[src/rtl/banner_overlay.sv]
// banner_overlay: writable glyph-row bitmap for a row of characters, looked up
// through a 2-stage pixel pipeline with off / steady / blink / scroll modes.
module banner_overlay #(
  parameter int unsigned NUM_CHARS     = 3,
  parameter int unsigned GLYPH_W       = 16,
  parameter int unsigned GLYPH_H       = 16,
  parameter int unsigned X_W           = 10,
  parameter int unsigned Y_W           = 10,
  parameter int unsigned BLINK_FRAMES  = 30,
  parameter int unsigned SCROLL_FRAMES = 2,
  localparam int unsigned RW           = $clog2(NUM_CHARS * GLYPH_H)
) (
  input  logic               clk,
  input  logic               rst_n,
  input  logic               wr_en,
  input  logic [RW-1:0]      wr_row,
  input  logic [GLYPH_W-1:0] wr_data,
  input  logic               frame_start,
  input  logic [1:0]         mode,
  input  logic               pix_valid,
  input  logic [X_W-1:0]     pix_x,
  input  logic [Y_W-1:0]     pix_y,
  output logic               pix_out_valid,
  output logic               pixel_on
);

  localparam int unsigned NUM_ROWS = NUM_CHARS * GLYPH_H;
  localparam int unsigned BW       = NUM_CHARS * GLYPH_W;
  localparam int unsigned GW_B     = $clog2(GLYPH_W);
  localparam int unsigned GH_B     = $clog2(GLYPH_H);
  localparam int unsigned CW       = X_W + 1;
  localparam int unsigned BC_W     = (BLINK_FRAMES > 1) ? $clog2(BLINK_FRAMES) : 1;
  localparam int unsigned SC_W     = (SCROLL_FRAMES > 1) ? $clog2(SCROLL_FRAMES) : 1;

  localparam logic [1:0] MODE_OFF    = 2'd0;
  localparam logic [1:0] MODE_STEADY = 2'd1;
  localparam logic [1:0] MODE_BLINK  = 2'd2;
  localparam logic [1:0] MODE_SCROLL = 2'd3;

  typedef struct packed {
    logic            in_range;
    logic [RW-1:0]   row;
    logic [GW_B-1:0] bitidx;
    logic [1:0]      mode;
    logic            blink_vis;
  } s1_t;

  logic [GLYPH_W-1:0] r_store [NUM_ROWS];
  logic [BC_W-1:0]    r_blink_cnt;
  logic               r_blink_vis;
  logic [SC_W-1:0]    r_scroll_cnt;
  logic [X_W-1:0]     r_scroll_off;
  logic               r_s1_valid;
  s1_t                r_s1;
  logic               r_pix_out_valid;
  logic               r_pixel_on;

  logic               w_wr_hit;
  logic [X_W-1:0]     w_off;
  logic [CW-1:0]      w_sum;
  logic [CW-1:0]      w_col;
  logic               w_in_range;
  s1_t                w_s1;
  logic               w_dot;
  logic               w_mode_en;

  // Glyph store; rows beyond the banner are silently dropped
  assign w_wr_hit = wr_en && ({1'b0, wr_row} < (RW + 1)'(NUM_ROWS));

  always_ff @(posedge clk or negedge rst_n) begin
    if (!rst_n) begin
      for (int unsigned i = 0; i < NUM_ROWS; i++) begin
        r_store[i] <= '0;
      end
    end else if (w_wr_hit) begin
      r_store[wr_row] <= wr_data;
    end
  end

  // Blink phase timer, free-running in every mode
  always_ff @(posedge clk or negedge rst_n) begin
    if (!rst_n) begin
      r_blink_cnt <= '0;
      r_blink_vis <= 1'b1;
    end else if (frame_start) begin
      if (r_blink_cnt == BC_W'(BLINK_FRAMES - 1)) begin
        r_blink_cnt <= '0;
        r_blink_vis <= ~r_blink_vis;
      end else begin
        r_blink_cnt <= r_blink_cnt + BC_W'(1);
      end
    end
  end

  // Scroll position, held at zero outside scroll mode
  always_ff @(posedge clk or negedge rst_n) begin
    if (!rst_n) begin
      r_scroll_cnt <= '0;
      r_scroll_off <= '0;
    end else if (mode != MODE_SCROLL) begin
      r_scroll_cnt <= '0;
      r_scroll_off <= '0;
    end else if (frame_start) begin
      if (r_scroll_cnt == SC_W'(SCROLL_FRAMES - 1)) begin
        r_scroll_cnt <= '0;
        r_scroll_off <= (r_scroll_off == X_W'(BW - 1)) ? '0 : r_scroll_off + X_W'(1);
      end else begin
        r_scroll_cnt <= r_scroll_cnt + SC_W'(1);
      end
    end
  end

  // Both operands are below BW when in range, so one conditional subtract is a full mod
  assign w_off      = (mode == MODE_SCROLL) ? r_scroll_off : '0;
  assign w_sum      = CW'(pix_x) + CW'(w_off);
  assign w_col      = (w_sum >= CW'(BW)) ? (w_sum - CW'(BW)) : w_sum;
  assign w_in_range = (pix_x < X_W'(BW)) && (pix_y < Y_W'(GLYPH_H));

  always_comb begin
    w_s1           = '0;
    w_s1.in_range  = w_in_range;
    w_s1.row       = w_in_range ? RW'({w_col[CW-1:GW_B], pix_y[GH_B-1:0]}) : '0;
    w_s1.bitidx    = ~w_col[GW_B-1:0];
    w_s1.mode      = mode;
    w_s1.blink_vis = r_blink_vis;
  end

  always_ff @(posedge clk or negedge rst_n) begin
    if (!rst_n) begin
      r_s1_valid <= 1'b0;
      r_s1       <= '0;
    end else begin
      r_s1_valid <= pix_valid;
      if (pix_valid) begin
        r_s1 <= w_s1;
      end
    end
  end

  // Stage 2 reads the store before any same-edge write lands
  assign w_dot     = r_store[r_s1.row][r_s1.bitidx];
  assign w_mode_en = (r_s1.mode == MODE_STEADY) || (r_s1.mode == MODE_SCROLL) ||
                     ((r_s1.mode == MODE_BLINK) && r_s1.blink_vis);

  always_ff @(posedge clk or negedge rst_n) begin
    if (!rst_n) begin
      r_pix_out_valid <= 1'b0;
      r_pixel_on      <= 1'b0;
    end else begin
      r_pix_out_valid <= r_s1_valid;
      r_pixel_on      <= r_s1_valid && r_s1.in_range && w_dot && w_mode_en &&
                         (r_s1.mode != MODE_OFF);
    end
  end

  assign pix_out_valid = r_pix_out_valid;
  assign pixel_on      = r_pixel_on;

endmodule

[config.mk]
export PLATFORM = sky130hd
export DESIGN_NAME = banner_overlay
export DESIGN_NICKNAME = d
export VERILOG_FILES = /design/src/rtl/banner_overlay.sv
export SDC_FILE = /design/constraint.sdc
export NUM_CORES = 1
export LEC_CHECK = 0
export CORE_AREA = 3 3 370 262
export CTS_CLUSTER_SIZE = 40
export DETAILED_ROUTE_END_ITERATION = 12
export DIE_AREA = 0 0 373 265
export SLEW_MARGIN = 20
export SYNTH_ARGS = -nofsm -noshare
export SYNTH_HDL_FRONTEND = slang
export SYNTH_SLANG_ARGS = --single-unit
[constraint.sdc]
create_clock -name clk -period 3.4 [get_ports clk]
set_input_delay 1.02 -clock clk [delete_from_list [all_inputs] [get_ports clk]]
set_output_delay 1.02 -clock clk [all_outputs]
set_load 0.02 [all_outputs]
# ---- Word level (Yosys, flattened, before mapping)
# Cells that the tools add are included.
dict set report classes {
  n_addsub 5
  n_lt_le_gt_ge 8
  eq_ne 7
  muxes 19
  bitwise_logic 4
  n_reduce_logical 15
}
# op count
set op_table {}
lappend op_table {{$bwmux W768} 1}
lappend op_table {{$bmux W16 S6} 1}
lappend op_table {{$demux W16 S6} 1}
lappend op_table {{$mux W10} 5}
lappend op_table {{$mux W16} 3}
lappend op_table {{$ge A7 B7 Y1 const B} 2}
lappend op_table {{$not A6 Y7} 2}
lappend op_table {{$mux W6} 2}
lappend op_table {{$add A10 B10 Y11} 1}
lappend op_table {{$ge A11 B6 Y1 const B} 1}
lappend op_table {{$add A10 B1 Y10 const B} 1}
lappend op_table {{$eq A10 B6 Y1 const B} 1}
lappend op_table {{$lt A10 B5 Y1 const B} 1}
lappend op_table {{$lt A10 B6 Y1 const B} 1}
lappend op_table {{$logic_and A1 B1 Y1} 8}
lappend op_table {{$lt A7 B1 Y1 const B} 1}
lappend op_table {{$eq A2 B2 Y1 const B} 3}
lappend op_table {{$lt A6 B6 Y1 const B} 1}
lappend op_table {{$reduce_bool A2 Y1} 3}
lappend op_table {{$sub A6 B6 Y6 const B} 1}
lappend op_table {{$add A5 B1 Y5 const B} 1}
lappend op_table {{$eq A5 B5 Y1 const B} 1}
lappend op_table {{$lt A4 B5 Y1 const B} 1}
lappend op_table {{$mux W5} 1}
lappend op_table {{other kinds (9)} 14}
dict set report totals {
  register_bits 802
  output_inout_bits 2
}

# ---- Longest topological paths before layout
dict set report depth {
  word_depth 9
  mapped_depth 16
}

# ---- Worst setup path after synthesis
# OpenSTA, ideal clock, no wires.
dict set report synth_timing {
  path_kind {input -> register}
  start {in mode[0]}
  end {reg r_s1[12] (netlist name)}
  setup_ns 0.132
  arrival_ns 3.323
  path_slack_ns -0.054
  stages 16
  n_path_buf 1
  path_cell_list {clkbuf_1 and3_1 ha_1 inv_1 fa_1 nor2b_1 o21ai_0 nand2_1 xor2_1 ha_1 nand3_1 nor2_1 a21oi_1 o311a_1 mux2i_1 o22ai_1}
}
dict set report synth_via {
  elab_chain_cells 6
  word_cells_on_any_way 7
  classes_between {2 x add/sub; 1 x order compare; 1 x eq/ne; 3 x mux}
}
# element line
set synth_rtl {}
lappend synth_rtl {{start, declared} 19} ;# input logic [1:0] mode,
lappend synth_rtl {{$eq A2 B2 Y1 *} 114} ;# assign w_off = (mode == MODE_SCROLL) ? r_scroll_off : '0;
lappend synth_rtl {{$mux W10 *} 114}
lappend synth_rtl {{$add A10 B10 Y11 *} 115} ;# assign w_sum = CW'(pix_x) + CW'(w_off);
lappend synth_rtl {{$ge A11 B6 Y1 / $sub A6 B6 Y6 (equally long branches)} 116} ;# assign w_col = (w_sum >= CW'(BW)) ? (w_sum - CW'(BW)) : w_sum;
lappend synth_rtl {{$mux W6 *} 116}
lappend synth_rtl {{$mux W6 *} 122} ;# w_s1.row = w_in_range ? RW'({w_col[CW-1:GW_B], pix_y[GH_B-1:0]}) : '0;
lappend synth_rtl {{end signal, assigned} 135} ;# r_s1 <= w_s1;
lappend synth_rtl {{end, declared} 54} ;# s1_t r_s1;
# Mark *: on every way between the ends. The rest lies on a longest branch, timed or not.
# A chain may end at the register's enable or synchronous reset.

# ---- Worst setup path in the final report
dict set report layout_timing {
  start {reg r_s1[7] (netlist name)}
  end {reg r_pixel_on, in the netlist pixel_on}
}
dict set report layout_via {
  elab_chain_cells 9
}
# element line
set layout_rtl {}
lappend layout_rtl {{$not A6 Y7 (not written as such)} 141} ;# assign w_dot = r_store[r_s1.row][r_s1.bitidx];
lappend layout_rtl {{$bmux W16 S6} 141}
lappend layout_rtl {{$mux W16 (not written as such) (2 in a row)} 141}
lappend layout_rtl {{$bmux W1 S4} 141}
lappend layout_rtl {{$mux W1 (not written as such)} 141}
lappend layout_rtl {{$logic_and A1 B1 Y1 (3 in a row)} 151} ;# r_pixel_on <= r_s1_valid && r_s1.in_range && w_dot && w_mode_en &&
lappend layout_rtl {{end signal, assigned} 151}
lappend layout_rtl {{end, declared} 56} ;# logic r_pixel_on;
# Every way passes these cells. The select of a mux whose other input is x is not followed.

==> metrics.txt <==
worst r2r src r_s1[7]$_DFFE_PN0P_; vias in the first global route 24,483; row count 94; Net Count, Synth 2,636; Pleak 19.35 nW; Chip Width 373 um; part of the cycle the worst path needs 0.9655; CP max FO 29; max-cap violations 0; Starting Density 0.3988; Commonest cells post-synth 801 x dfrtp_1, 780 x mux2_2, 180 x clkbuf_1; WP buf/inv 3; Post-synth top flop dfrtp_1; I/O Buffers 50; Final nets 2,743; CTS Hold Bufs 0; core footprint 0.09374 mm^2; share of cells above drive strength 1 0.4715; via count 23,429; CTS Root Cell clkbuf_16; cts bufs inserted 78; die area 0.09885 mm^2; final setup TNS 0 ns; register area share after synthesis 0.5369; Async SR Flop Fraction 1.000; yosys warns 0; endpoints failing setup 0; non-filler cells, final 3,984; clock sinks 802; peak supply drop 0.3866 mV; Final Wtd Congestion 0.9505; worst rel slew slack 0.1739; kind of critical path reg -> reg; CP Capture Type flop; DRC Markers 0; synth top area cells dfrtp_1 54%, mux2_2 23%, mux4_2 8.4%; DR vias/cell 5.881; Synth Instances 2,572; worst flop-to-flop path endpoint pixel_on$_DFF_PN0_; Worst Setup SP r_s1[7]$_DFFE_PN0P_; CTS tree built; synthesized area per cell 14.53 um^2; outcome completed; hpwl dp 72,580 um; final WL 108,500 um; Critical Path AT 3.80 ns; Inst Count DP 3,844; Top Family by Delay on Critical Path compound AO/OA/AOI/OAI gates; Max Root-Sink Buffers 3; first-pass GRT wire length 163,500 um; post-synth cell types 62; post-layout minimum cycle time 3.283 ns; clk_skew 0.01389 ns; Clock Latency Late Sink 0.65 ns; Slew @ Worst Pin 1.230 ns; Worst EP required 3.92 ns; Worst path most repeated cell buf_12; post-synth top area cell dfrtp_1; antenna violations before repair 6; largest net degree at the start of global routing 90; Reg2Reg Setup Slack 0.12 ns; reg2reg path depth 10; slowest CP cell dfrtp_4; crit-path max cell delay 0.60 ns; post-route ant nets 0; Seq cells post-synth 802; Netlist Area Pre-Place 0.03738 mm^2; DR pass1 iterations 6; Final Hold Violating Endpoints 0; most common cell in the netlist dfrtp_1; CP cell instances buf_12 -> buf_12 -> buf_12 -> mux2i_1 -> a221oi_1 -> o311ai_1 -> a21oi_1 -> o41ai_1 -> nand4_1 -> a32o_1; Ports 51; Total Routing Usage GR 0.2193; Pins Over Slew Limit 0; Power per Cell Area 515.0 mW/mm^2; H-tree depth 3; Area Growth Syn to Fin 15.68%; RSZ-0062 raised after global routing false; HP Class in -> async; Peak Freq 0.3046 GHz; GRT overflow 0; Post-synth EDFFs 0; Die H 265 um; wire per inst 27.24 um; top cell type's share of synthesized area 0.5362; Hold Slack 0.3703 ns; iteration-0 DRC count of the detailed router 1,824; Reg clk slew, reported paths 0.07 ns; CP startpoint kind flop
through the flow:
step                utilization  setup WS, ns  total power [mW]  area [um^2]
finish                   0.4613        0.1172             22.27        43250
detailed placement       0.4347       -0.5736             13.91        40750
global route             0.4613       0.03384             23.13        43240
floorplan                     -       0.04965             12.82        37390
global placement         0.4347       -0.4939             13.68        40750
CTS                      0.4609       0.04629             22.46        43200
worst register-to-register path, delay by kind of cell, from the launching register on:
family | cells | cell delay (ns)
compound gates | 5 | 1.28
buf+inv | 3 | 0.72
simple gates | 1 | 0.24
flops | 1 | 0.60
mux | 1 | 0.30
routing by layer:
layer | global-route usage | vias to the layer above | wire length [um]
li1 | - | 9789 | -
met1 | 0.3357 | 12766 | 52510
met2 | 0.3158 | 724 | 46190
met3 | 0.05082 | 148 | 7699
met4 | 0.04810 | 2 | 2083
met5 | 0.002830 | - | 37
worst max path at each step:
stage	end	depth (start not counted)
finish	pixel_on$_DFF_PN0_	10
detailed placement	r_s1[12]$_DFFE_PN0P_	16
CTS	pixel_on$_DFF_PN0_	10
global route	pixel_on$_DFF_PN0_	10
floorplan	r_s1[12]$_DFFE_PN0P_	16
global placement	r_s1[12]$_DFFE_PN0P_	16
power breakdown:
part	leakage [nW]	switching, mW	total, mW	internal, mW
clock	1.21	3.73	8.52	4.79
combinational	7.41	1.16	2.51	1.35
sequential	10.7	0.589	11.2	10.7
placed cells by master (no fill, tap or decap), types with 18 or more instances in the layout:
cell,count
clkdlybuf4s50_1,31
mux4_2,139
clkinv_2,18
buf_12,68
mux2_2,780
clkbuf_16,81
buf_4,139
nand2_1,69
a21oi_1,29
nand2b_1,20
nor2_1,48
dfrtp_1,798
mux2i_1,131
a221oi_1,41
nor3_1,19
o21ai_0,36
state kept, by name, summed over array words and instances (netlist names):
register,flops
r_blink_cnt,5
r_s1_valid,1
r_s1,14
pix_out_valid,1
pixel_on,1
r_scroll_cnt,1
r_blink_vis,1
r_store,768
r_scroll_off,10
kinds of logic after synthesis:
| kind of cell | synth area share |
|---|---|
| buffers and inverters | 0.02932 |
| multiplexers | 0.3538 |
| adder cells (fa/ha/maj) | 0.005221 |
| AO/OA/AOI/OAI | 0.03933 |
| flip-flops | 0.5369 |
| AND/OR/NAND/NOR | 0.03337 |
| XOR/XNOR | 0.002108 |
area by class of cell:
cell class	count	area [um^2]
Sequential cell	802	20080
Fill cell	8074	50490
Antenna cell	2	5.005
Clock inverter	25	187.7
Timing Repair Buffer	255	2825
Multi-Input combinational cell	1524	16250
Tap cell	1248	1562
Clock buffer	110	2266
Inverter	18	67.56
timing repair:
action	CTS	global route
endpoints found under the setup margin	0	3
buffers inserted	0	3
resized for setup	0	4
No activity file was read; power rests on OpenSTA's default activity.
